[config.mk]
export PLATFORM = sky130hd
export DESIGN_NAME = mem_arbiter
export DESIGN_NICKNAME = d
export VERILOG_FILES = /design/src/rtl/mem_arbiter.sv
export VERILOG_INCLUDE_DIRS = /design/src /design/src/rtl
export SDC_FILE = /design/constraint.sdc
export NUM_CORES = 1
export LEC_CHECK = 0
export CAP_MARGIN = 10
export CELL_PAD_IN_SITES_DETAIL_PLACEMENT = 1
export CELL_PAD_IN_SITES_GLOBAL_PLACEMENT = 1
export CORE_AREA = 10 10 285 287
export DETAILED_ROUTE_END_ITERATION = 12
export DIE_AREA = 0 0 295 297
export PLACE_DENSITY = 0.58
export SKIP_LAST_GASP = 1
export SYNTH_ARGS = -nofsm -noshare
export SYNTH_HDL_FRONTEND = slang
export SYNTH_SLANG_ARGS = --single-unit
[constraint.sdc]
create_clock -name clk -period 2.3 [get_ports clk]
set_input_delay 0.345 -clock clk [delete_from_list [all_inputs] [get_ports clk]]
set_output_delay 0.345 -clock clk [all_outputs]
set_load 0.03 [all_outputs]
[src/rtl/defines.sv]
// ---------------------------------------------------------------------------
// defines.sv : memory geometry and arbiter state codes shared across the core
// ---------------------------------------------------------------------------
`default_nettype none
`ifndef MEM_ARBITER_DEFINES_SV
`define MEM_ARBITER_DEFINES_SV

`define WORD_SIZE        32
`define CACHE_LINE_SIZE  128

`define ARB_IDLE         3'd0
`define ARB_ISSUE_RD     3'd1
`define ARB_WAIT         3'd2
`define ARB_RESP         3'd3
`define ARB_WRITE        3'd4

`endif
`default_nettype wire

[src/rtl/mem_arbiter.sv]
// ---------------------------------------------------------------------------
// mem_arbiter : single-outstanding arbiter of iCache/dCache refills and dCache
//               writebacks onto one memory port.                   rev 1.0
// ---------------------------------------------------------------------------
`default_nettype none
`ifndef MEM_ARBITER_DEFINES_SV
`include "defines.sv"
`endif

module mem_arbiter #(
  parameter int WORD_SIZE = `WORD_SIZE,
  parameter int LINE_SIZE = `CACHE_LINE_SIZE
) (
  input  logic                 clk,
  input  logic                 rst,
  input  logic                 ic_req,
  input  logic [WORD_SIZE-1:0] ic_req_addr,
  input  logic                 dc_req,
  input  logic [WORD_SIZE-1:0] dc_req_addr,
  input  logic                 dc_wb,
  input  logic [WORD_SIZE-1:0] dc_wb_addr,
  input  logic [LINE_SIZE-1:0] dc_wb_data,
  output logic                 ic_res,
  output logic                 dc_res,
  output logic [WORD_SIZE-1:0] res_addr,
  output logic [LINE_SIZE-1:0] res_data,
  output logic                 dc_wb_done,
  output logic                 mem_req,
  output logic [WORD_SIZE-1:0] mem_req_addr,
  output logic                 mem_write,
  output logic [WORD_SIZE-1:0] mem_write_addr,
  output logic [LINE_SIZE-1:0] mem_write_data,
  input  logic                 mem_res,
  input  logic [WORD_SIZE-1:0] mem_res_addr,
  input  logic [LINE_SIZE-1:0] mem_res_data
);

  typedef enum logic [2:0] {
    IDLE     = `ARB_IDLE,
    ISSUE_RD = `ARB_ISSUE_RD,
    WAIT     = `ARB_WAIT,
    RESP     = `ARB_RESP,
    WRITE    = `ARB_WRITE
  } state_t;

  state_t               state_q, state_d;
  logic                 last_dc_q, last_dc_d;   // last read served went to dCache
  logic                 owner_dc_q, owner_dc_d;
  logic [WORD_SIZE-1:0] rd_addr_q, rd_addr_d;
  logic [WORD_SIZE-1:0] wb_addr_q, wb_addr_d;
  logic [LINE_SIZE-1:0] wb_data_q, wb_data_d;
  logic [WORD_SIZE-1:0] res_addr_q, res_addr_d;
  logic [LINE_SIZE-1:0] res_data_q, res_data_d;
  logic                 grant_dc;

  always_comb begin
    state_d    = state_q;
    last_dc_d  = last_dc_q;
    owner_dc_d = owner_dc_q;
    rd_addr_d  = rd_addr_q;
    wb_addr_d  = wb_addr_q;
    wb_data_d  = wb_data_q;
    res_addr_d = res_addr_q;
    res_data_d = res_data_q;
    // On contention the requester not served last time wins.
    grant_dc   = dc_req & ~(ic_req & last_dc_q);

    case (state_q)
      IDLE: begin
        if (dc_wb) begin
          wb_addr_d = dc_wb_addr;
          wb_data_d = dc_wb_data;
          state_d   = WRITE;
        end else if (ic_req | dc_req) begin
          owner_dc_d = grant_dc;
          rd_addr_d  = grant_dc ? dc_req_addr : ic_req_addr;
          state_d    = ISSUE_RD;
        end
      end
      ISSUE_RD: state_d = WAIT;
      WAIT: begin
        if (mem_res && (mem_res_addr == rd_addr_q)) begin
          res_addr_d = mem_res_addr;
          res_data_d = mem_res_data;
          state_d    = RESP;
        end
      end
      RESP: begin
        last_dc_d = owner_dc_q;
        state_d   = IDLE;
      end
      WRITE:   state_d = IDLE;
      default: state_d = IDLE;
    endcase
  end

  always_ff @(posedge clk or negedge rst) begin
    if (!rst) begin
      state_q    <= IDLE;
      last_dc_q  <= 1'b0;
      owner_dc_q <= 1'b0;
      rd_addr_q  <= '0;
      wb_addr_q  <= '0;
      wb_data_q  <= '0;
      res_addr_q <= '0;
      res_data_q <= '0;
    end else begin
      state_q    <= state_d;
      last_dc_q  <= last_dc_d;
      owner_dc_q <= owner_dc_d;
      rd_addr_q  <= rd_addr_d;
      wb_addr_q  <= wb_addr_d;
      wb_data_q  <= wb_data_d;
      res_addr_q <= res_addr_d;
      res_data_q <= res_data_d;
    end
  end

  assign mem_req        = (state_q == ISSUE_RD);
  assign mem_req_addr   = rd_addr_q;
  assign mem_write      = (state_q == WRITE);
  assign dc_wb_done     = (state_q == WRITE);
  assign mem_write_addr = wb_addr_q;
  assign mem_write_data = wb_data_q;
  assign ic_res         = (state_q == RESP) & ~owner_dc_q;
  assign dc_res         = (state_q == RESP) &  owner_dc_q;
  assign res_addr       = res_addr_q;
  assign res_data       = res_data_q;

endmodule
`default_nettype wire

==> impl_metrics.py <==
metrics = {
    "outcome": {
        "outcome": "complete, but fails checks",
        "failing_checks": "negative setup slack",
    },
    "detailed_routing": {
        "drt-initial-drc-count": 322,
        "antenna_violating_nets_post_route": 0,
        "drt-wirelength-per-cell_um": 23.8,
        "vias": 10882,
        "route.detailed.drc": 0,
        "drt-vias-per-instance": 3.97,
        "routed_wl_um": 65100,
        "drtPass1Iterations": 4,
    },
    "synth": {
        "synth.distinct_cells": 30,
        "synth.top_cells.by_area": "dfrtp_1 (64%), mux2_2 (18%), mux2_1 (8.1%)",
        "post-synth-top-count-cell": "dfrtp_1",
        "postSynthCellCount": 896,
        "yosys_warnings": 0,
        "synthDominantAreaCellType": "dfrtp_1",
        "post_synthesis_average_cell_area_sq_um": 15.6,
        "post_synth_instance_area_sq_um": 14000,
        "ys_seq_area_share_pct": 63.9,
        "postSynthNetCount": 1286,
        "synthArstFlopShare_pct": 100,
        "synth_enable_flop_cells": 0,
        "synthTopCellsByCount": "dfrtp_1 (357), mux2_2 (220), mux2_1 (100)",
        "primary_ff_master_synth": "dfrtp_1",
        "synth.ff_latch_count": 357,
        "synth.top_cell.area_share_pct": 63.9,
    },
    "timing": {
        "report.final.slew_viol_count": 0,
        "fin_setup_tns_ns": -0.686,
        "fin_skew_ns": 0.0146,
        "fin_ws_ns": -0.0339,
        "holdWs_ns": 0.314,
        "grt_setup_unrepaired": "true",
        "timing.final.crit_share_pct": 101,
        "max_freq_ghz": 0.428,
        "worst_slew_pin_tran_ns": 0.669,
        "final_hold_vio_count": 0,
        "slew_headroom_pct": 55.3,
        "period_needed_ns": 2.33,
        "setup_viol_count_final": 62,
    },
    "clocking": {
        "worstSkewPairLatency_ns": 0.56,
        "ctsHtreeMaxLevel": 2,
        "cts.root.buffer_cell": "clkbuf_16",
        "cts.sinks": 357,
        "num_cts_buffers": 44,
        "tritoncts": "done",
        "cts.path.max_buffers": 3,
        "clk_transition_reported_paths_ns": 0.06,
    },
    "grt": {
        "vias_in_the_first_global_route": 12501,
        "track_usage_pct": 14.2,
        "overflow": 0,
        "grt_start_max_net_pins": 63,
        "number_of_antenna_violations_at_the_first_check_in_global_routing": 20,
        "grt_first_pass_wirelength_um": 91600,
    },
    "cells_and_area": {
        "finish.net_count": 2117,
        "drive_gt1_share_pct": 22.6,
        "area_growth_syn_to_layout_pct": 78.2,
    },
    "power": {
        "power.net_switching_uw": 10600,
        "power.density_nw_per_um2": 1160,
        "static-leakage-power_uw": 0.0107,
        "clock_power_share_pct": 25.7,
        "internal_uw": 18400,
        "maximum_vdd_ir_drop_v": 0.000777,
        "sequentialPowerShare_pct": 31.5,
        "combPwrFrac_pct": 42.8,
        "sw_frac_of_total_pct": 36.6,
    },
    "worst_setup_path": {
        "signal_arrival_time_at_the_worst_endpoint_ns": 2.78,
        "cp_cell_sequence": "xnor2_2, nand3_1, nor4_2, buf_4, and4_4, buf_12, buf_12, mux2_2",
        "reg2regPathDepth": 8,
        "cp_data_required_time_ns": 2.74,
        "crit_top_cell": "buf_12",
        "worstSetupEndpointType": "flop",
        "setup.worst_path.class": "flop to flop",
        "worst_path_cell_with_the_longest_stage_delay": "dfrtp_1",
        "cp-start-kind": "flop",
        "crit_fanout": 20,
        "slowest_delay_ns": 0.43,
    },
    "placed_design": {
        "post-place-ws_ns": -0.667,
        "place_hpwl_um": 53300,
        "place_congestion": 0.790,
        "portBuffers": 746,
    },
    "flow_run": {
        "max_cap_viol_count": 0,
    },
    "die": {
        "placementRows": 101,
        "boundary_pin_count": 747,
        "floorplan.initialDensity_pct": 18.5,
        "core_footprint_sq_um": 75400,
        "chipWidth_um": 295,
        "die_h_um": 297,
        "dieArea_sq_um": 87600,
    },
    "worst_hold_path": {
        "holdCritPathClass": "input port to async pin",
    },
}
flip-flops by register name, indices dropped and copies added, names as in the netlist:
| name | cells |
|---|---|
| mem_write_data | 128 |
| res_data | 128 |
| mem_req_addr | 32 |
| mem_write_addr | 32 |
| res_addr | 32 |
| state_q | 3 |
| last_dc_q | 1 |
| owner_dc_q | 1 |
final timing paths:
kind	startpoint	end	slack, ns
hold reg to reg	res_addr[13]	res_addr[13]	0.48
setup reg to reg	mem_req_addr[24]	res_data[56]	-0.03
max in group asynchronous	rst	res_data[80]	1.17
min in group clk	mem_res_data[58]	res_data[58]	0.37
hold / removal	rst	res_data[77]	0.31
setup / recovery	mem_req_addr[24]	res_data[56]	-0.03
cell families (layout without fill, tap and decap cells):
group / count (synthesis) / in the layout / synth area share (%)
buffers and inverters: 52 / 916 / 2.44
DFF: 357 / 357 / 63.9
xor gates and xnor gates: 31 / 31 / 1.94
muxes: 352 / 352 / 28.1
and+or+nand+nor: 66 / 66 / 2.25
other: 0 / 2 / 0
AOI/OAI and AO/OA: 38 / 38 / 1.43
metrics by stage:
stage	util (%)	total power [uW]	cells	instance area [sq um]
2_1_floorplan	-	15300	896	14000
3_3_place_gp	30.8	21700	2654	23200
3_5_place_dp	30.8	21800	2654	23200
4_1_cts	32.9	29600	2734	24800
5_1_grt	33.0	30600	2740	24900
6_report	33.0	29000	2740	24900
power groups by stage:
stage | Combinational [uW] | Clock (uW) | Sequential (uW)
5_1_grt | 13100 | 8040 | 9420
4_1_cts | 12700 | 7770 | 9190
3_3_place_gp | 12500 | 0 | 9170
6_report | 12400 | 7470 | 9140
3_5_place_dp | 12600 | 0 | 9260
2_1_floorplan | 2790 | 0 | 12500
worst max-delay path, delay by kind of cell, from the launching register on:
family	cells	cell delay (ns)
buffers and inverters	3	0.52
XOR/XNOR	1	0.19
AND/OR/NAND/NOR	3	0.70
flip-flops	1	0.43
multiplexers	1	0.35
repair_timing:
item	CTS	global route
cloned	0	2
gates resized for setup	16	8
endpoints found under the setup margin	162	161
hold buffers	1	0
pin swaps	0	0
hold endpoints to repair	41	0
setup buffers	0	2
cell type report:
| type | count | area, sq um |
|---|---|---|
| clock buffers | 62 | 1270 |
| inverters | 2 | 7.51 |
| diodes | 2 | 5.00 |
| clock inverters | 17 | 282 |
| flip-flops and latches | 357 | 8930 |
| fillers | 8044 | 50500 |
| well taps | 978 | 1220 |
| repair buffers | 835 | 8410 |
| multi-input cells | 487 | 4800 |
cell usage in the layout, fill, tap and decap left out, types with 8 or more instances in the layout:
master / instances
clkdlybuf4s50_1: 739
mux2_1: 100
clkbuf_16: 46
xnor2_1: 23
mux2i_1: 32
mux2_2: 220
nor2_1: 38
clkbuf_8: 10
buf_4: 69
clkbuf_1: 8
buf_12: 17
dfrtp_1: 356
a21oi_1: 32
layer usage:
layer / global-route usage [%] / routed length [um] / up-vias
met3: 7.14 / 7590 / 102
met1: 14.4 / 23000 / 5417
li1: - / - / 4825
met5: 0 / 150 / -
met2: 25.5 / 32900 / 512
met4: 3.54 / 1480 / 26
Power figures use the tool's default switching activity.
